==> src/rtl/p1v_io_pkg.sv <==
// p1v_io_pkg: shared limits and counter sizing for the p1v pin/LED interface
package p1v_io_pkg;

    localparam int SYNC_STAGES_MIN   = 2;
    localparam int SYNC_STAGES_MAX   = 4;
    localparam int FILTER_CYCLES_MIN = 2;
    localparam int FILTER_CYCLES_MAX = 255;
    localparam int STRETCH_BITS_MIN  = 1;
    localparam int STRETCH_BITS_MAX  = 32;

    function automatic int cnt_width(input int n);
        return (n > 2) ? $clog2(n) : 1;
    endfunction

endpackage

==> src/rtl/io_glitch_filter.sv <==
// io_glitch_filter: one pin's pad synchroniser, optional stability filter and change pulse
module io_glitch_filter
    import p1v_io_pkg::*;
#(
    parameter bit ENABLE        = 1'b0,
    parameter int FILTER_CYCLES = 4,
    parameter int SYNC_STAGES   = 2
) (
    input  logic clock_160,
    input  logic inp_resn,
    input  logic pad_i,
    output logic pin_in,
    output logic pin_change
);

    logic [SYNC_STAGES-1:0] sync;
    logic                   prev;
    logic                   s;

    assign s = sync[SYNC_STAGES-1];

    always_ff @(posedge clock_160 or negedge inp_resn) begin
        if (!inp_resn) begin
            sync       <= '0;
            prev       <= 1'b0;
            pin_change <= 1'b0;
        end else begin
            sync       <= {sync[SYNC_STAGES-2:0], pad_i};
            prev       <= pin_in;
            pin_change <= pin_in ^ prev;
        end
    end

    if (ENABLE) begin : g_filt
        localparam int CW = cnt_width(FILTER_CYCLES + 1);
        logic [CW-1:0] c;
        // any cycle that agrees with the current level restarts the count
        always_ff @(posedge clock_160 or negedge inp_resn) begin
            if (!inp_resn) begin
                c      <= '0;
                pin_in <= 1'b0;
            end else if (s == pin_in) begin
                c      <= '0;
            end else if (c == CW'(FILTER_CYCLES - 1)) begin
                c      <= '0;
                pin_in <= s;
            end else begin
                c      <= c + CW'(1);
            end
        end
    end else begin : g_pass
        always_ff @(posedge clock_160 or negedge inp_resn) begin
            if (!inp_resn) pin_in <= 1'b0;
            else           pin_in <= s;
        end
    end

endmodule

==> src/rtl/pin_io_ctrl.sv <==
// pin_io_ctrl: registered pad drive, synchronised/filtered pad inputs and LED pulse stretching
module pin_io_ctrl
    import p1v_io_pkg::*;
#(
    parameter int                 NUMPINS       = 32,
    parameter int                 NUMLEDS       = 8,
    parameter int                 SYNC_STAGES   = 2,
    parameter logic [NUMPINS-1:0] FILTER_MASK   = '0,
    parameter int                 FILTER_CYCLES = 4,
    parameter int                 STRETCH_BITS  = 20
) (
    input  logic               clock_160,
    input  logic               inp_resn,
    input  logic [NUMPINS-1:0] pin_out,
    input  logic [NUMPINS-1:0] pin_dir,
    output logic [NUMPINS-1:0] pin_in,
    output logic [NUMPINS-1:0] pin_change,
    input  logic [NUMPINS-1:0] pad_i,
    output logic [NUMPINS-1:0] pad_o,
    output logic [NUMPINS-1:0] pad_oe,
    input  logic [NUMLEDS-1:0] led_src,
    output logic [NUMLEDS-1:0] ledg
);

    always_ff @(posedge clock_160 or negedge inp_resn) begin
        if (!inp_resn) begin
            pad_o  <= '0;
            pad_oe <= '0;
        end else begin
            pad_o  <= pin_out;
            pad_oe <= pin_dir;
        end
    end

    for (genvar g = 0; g < NUMPINS; g++) begin : g_pin
        io_glitch_filter #(
            .ENABLE        (FILTER_MASK[g]),
            .FILTER_CYCLES (FILTER_CYCLES),
            .SYNC_STAGES   (SYNC_STAGES)
        ) u_pin (
            .clock_160  (clock_160),
            .inp_resn   (inp_resn),
            .pad_i      (pad_i[g]),
            .pin_in     (pin_in[g]),
            .pin_change (pin_change[g])
        );
    end

    // a fresh pulse reloads the hold; the LED drops the cycle after it runs out
    for (genvar g = 0; g < NUMLEDS; g++) begin : g_led
        logic [STRETCH_BITS-1:0] cnt;
        logic                    lit;
        always_ff @(posedge clock_160 or negedge inp_resn) begin
            if (!inp_resn) begin
                cnt <= '0;
                lit <= 1'b0;
            end else begin
                cnt <= led_src[g] ? '1 : (cnt != '0) ? cnt - STRETCH_BITS'(1) : cnt;
                lit <= led_src[g] || (cnt != '0);
            end
        end
        assign ledg[g] = lit;
    end

endmodule

==> config.mk <==
export PLATFORM = sky130hd
export DESIGN_NAME = pin_io_ctrl
export DESIGN_NICKNAME = d
export VERILOG_FILES = /design/src/rtl/p1v_io_pkg.sv /design/src/rtl/io_glitch_filter.sv /design/src/rtl/pin_io_ctrl.sv
export SDC_FILE = /design/constraint.sdc
export NUM_CORES = 1
export LEC_CHECK = 0
export CAP_MARGIN = 20
export CORE_MARGIN = 8
export CORE_UTILIZATION = 50
export CTS_BUF_LIST = sky130_fd_sc_hd__clkbuf_4 sky130_fd_sc_hd__clkbuf_8
export CTS_CLUSTER_SIZE = 8
export DETAILED_ROUTE_END_ITERATION = 8
export DONT_BUFFER_PORTS = 1
export PLACE_DENSITY = 0.79
export SYNTH_ARGS = -nofsm -noshare
export SYNTH_HDL_FRONTEND = slang
export SYNTH_SLANG_ARGS = --single-unit
export TNS_END_PERCENT = 30
==> constraint.sdc <==
create_clock -name clock_160 -period 2.2 [get_ports clock_160]
set_input_delay 0.33 -clock clock_160 [delete_from_list [all_inputs] [get_ports clock_160]]
set_output_delay 0.33 -clock clock_160 [all_outputs]
set_load 0.02 [all_outputs]
==> results.toml <==
[outcome]
outcome = "finished with violations"
violations = "negative hold slack"

[clock_network]
cts-htree-levels = 2
cts_hold_buf = 104
numClockSinks = 392
cts_tree = "built"
cts_made_buffers = 61
path_clk_slew_ns = 0.06
insertion_delay_ns = 0.60
clk_path_buf_depth = 3
clk_root_buffer_cell = "clkbuf_8"

[cells_and_area]
post-route-util_pct = 58.8
layout.nets = 1478
fill_cells = 2350
area_growth_pct = 16.7
drive_gt1_share_pct = 13.3

[pwr]
p_clk_share_pct = 42.7
leakage_nw = 6.67
power_switching_w = 0.00309
p_comb_share_pct = 2.7
intPower_w = 0.0113
power.total_w = 0.0144
swShare_pct = 21.5
seqPwrFrac_pct = 54.6
peakVddDrop_v = 0.000619
powerDensity_nw_per_um2 = 804

[floorplanning]
ios = 242
die_area_um2 = 36500
num_rows = 64
die-height_um = 191
core_area_um2 = 30400
die_w_um = 191
start_util_pct = 50.4

[min_path]
hold_class = "primary input to async pin"

[detailed_routing]
vias = 9322
viasPerCell = 5.23
wl_per_cell_um = 16.7
ant_nets = 0
detail_route.first_pass.iterations = 4
drc = 0
drtIter0Drc = 590
routed_wl_mm = 29.7

[synth]
synth_seq_area_share_pct = 64.0
synth_flop_cell = "dfrtp_1"
ys.warnings.count = 0
synth_edf_count = 0
synth_area_per_cell_um2 = 12.4
async_flop_share_pct = 100
postSynthCellCount = 1239
netlist_area_um2 = 15300
yosysUniqueCellTypes = 62
ys_ff_latch = 392
synth_nets = 1361

[global_routing]
grt_start_max_net_pins = 393
grt_first_pass_wirelength_mm = 48.4
grt-ovfl-total = 0
grtUsageTotal_pct = 15.9
grt_pass1_vias = 9522
antenna_found_initial = 1

[critical_path]
critPathCaptureType = "flip-flop"
start_kind = "flip-flop"
cp.arrival_ns = 2.60
crit_fanout = 5
path_class = "flip-flop to flip-flop"
cp_data_required_time_ns = 2.67

[placed_design]
io_buffers = 0
dp_hpwl_mm = 18.8
gp_congestion = 0.814

[run]
cap_violations = 0

[timing]
tightest_slew_ns = 0.823
rsz0062_at_grt = "yes"
fin_skew_ns = 0.0257
relSlewSlack_pct = 45.2
hold_violations = 392
fin_crit_ns = 2.14
fmax_ghz = 0.468
post-route-period-util_pct = 97.1
finalMaxSlewViolations = 0
setup_viol = 0
hold_ws_ns = -0.544
stage by stage:
step                      worst slack (ns)  cell area, µm²  instances  TNS (ns)
final                               0.0648           17900       1782         0
after global routing               -0.0204           17900       1782   -0.0309
after CTS                           0.0219           17800       1779         0
after detailed placement            0.0106           15600       1583         0
after global placement              0.0940           15600       1583         0
after floorplan                     0.0207           15300       1239         0
final cells by class:
type / instances / area, µm² / area share (%)
antenna: 1 / 2.50 / 0.0140
inverter: 29 / 109 / 0.609
timing repair buffer: 153 / 1430 / 7.97
clock buffer: 88 / 1130 / 6.32
clock inverter: 4 / 95.1 / 0.532
sequential: 392 / 9810 / 54.8
multi-input combinational: 719 / 4820 / 27.0
tap: 396 / 495 / 2.77
critical path: stages (launching register included):
cell	delay (ns)
dfrtp_1	0.40
or4_4	0.54
or4b_4	0.60
or3_2	0.47
sequential cells by signal (all words and copies together) (netlist names):
| signal | flops |
|---|---|
| pad_o | 32 |
| g_pin.u_pin.sync | 64 |
| g_pin.u_pin.pin_change | 32 |
| g_led.cnt | 160 |
| g_pin.u_pin.prev | 32 |
| g_led.lit | 8 |
| g_pin.u_pin.pin_in | 32 |
| pad_oe | 32 |
cells by family after synthesis:
family | count (synthesis) | share of synthesized area (%)
and+or+nand+nor | 441 | 16.5
buffers and inverters | 128 | 4.92
AOI/OAI and AO/OA | 125 | 5.30
DFF | 392 | 64.0
adders and majority gates | 16 | 1.31
xor gates and xnor gates | 121 | 6.91
muxes | 16 | 1.06
worst paths after layout:
| path | end | from | cells past startpoint | slack [ns] |
|---|---|---|---|---|
| setup reg to reg | g_led[1].lit | g_led[1].cnt[17] | 3 | 0.06 |
| hold reg to reg | g_pin[26].u_pin.pin_in | g_pin[26].u_pin.sync[1] | 0 | 0.35 |
| max in group asynchronous | g_led[5].cnt[11] | inp_resn | 0 | 2.06 |
| min in group clock_160 | g_led[6].cnt[18] | led_src[6] | 2 | 0.10 |
| hold / removal | pad_oe[3] | inp_resn | 0 | -0.54 |
| setup / recovery | g_led[1].lit | g_led[1].cnt[17] | 3 | 0.06 |
placed cells by master, fill, tap and decap left out, types with 3 or more instances in the layout:
cell	instances
nor3_1	61
a211oi_1	7
or3_2	4
nand3_1	23
inv_1	26
o31ai_1	17
clkbuf_4	13
xor2_1	68
nor4_1	36
dlygate4sd3_1	104
nand3b_1	8
or2_2	7
nor3_2	3
nand2b_1	64
or3b_2	6
or3_1	28
or4_1	14
ha_1	14
nand4b_1	3
buf_4	47
o211ai_1	8
bufinv_16	3
nor4_2	3
a21oi_1	32
xnor2_1	53
nor2b_1	14
mux2i_1	14
a211o_1	7
or2_1	4
nor2_1	53
dfrtp_1	392
clkbuf_8	75
and3_1	8
o21bai_1	5
nand2_1	65
o31a_1	5
nand4_1	14
o21ai_0	28
synthesized netlist by cell type (6+ instances only):
| library cell | number | share of area (%) |
|---|---|---|
| dfrtp_1 | 392 | 64 |
| buf_4 | 72 | 3.5 |
| xor2_1 | 68 | 3.9 |
| nand2_1 | 65 | 1.6 |
| nand2b_1 | 64 | 2.6 |
| nor3_1 | 61 | 2.0 |
| nor2_1 | 53 | 1.3 |
| xnor2_1 | 53 | 3.0 |
| nor4_1 | 38 | 1.6 |
| a21oi_1 | 32 | 1.0 |
| o21ai_0 | 30 | 0.98 |
| or3_1 | 28 | 1.1 |
| inv_1 | 27 | 0.66 |
| nand3_1 | 23 | 0.75 |
| clkbuf_1 | 22 | 0.54 |
| o31ai_1 | 17 | 0.83 |
| ha_1 | 16 | 1.3 |
| or4_1 | 15 | 0.73 |
| mux2i_1 | 14 | 0.91 |
| nand4_1 | 14 | 0.57 |
| nor2b_1 | 14 | 0.57 |
| and3_1 | 8 | 0.33 |
| nand3b_1 | 8 | 0.39 |
| o211ai_1 | 8 | 0.39 |
| a211o_1 | 7 | 0.40 |
| a211oi_1 | 7 | 0.34 |
| or2_2 | 7 | 0.29 |
| or3b_2 | 6 | 0.34 |
power groups by stage:
stage          Sequential (W)  Combinational [W]  Clock, W
4_1_cts               0.00786           0.000391   0.00634
6_report              0.00785           0.000392   0.00613
3_3_place_gp          0.00796           0.000188         0
2_1_floorplan         0.00779           0.000435         0
5_1_grt               0.00788           0.000434   0.00668
3_5_place_dp          0.00798           0.000203         0
layer usage:
layer  part of all wire (%)  global-route usage [%]
met1                     42                    20.3
met2                     50                    26.8
met3                    5.8                    3.72
met4                    2.0                    4.80
met5                      0                       0
repair_timing:
item                       in CTS  in global routing
setup endpoints to repair       1                 21
buffers inserted                0                  2
resized for setup               1                 14
hold endpoints to repair      605                392
pin swaps                       0                  2
Note: power is estimated with default switching activity, not from simulation.
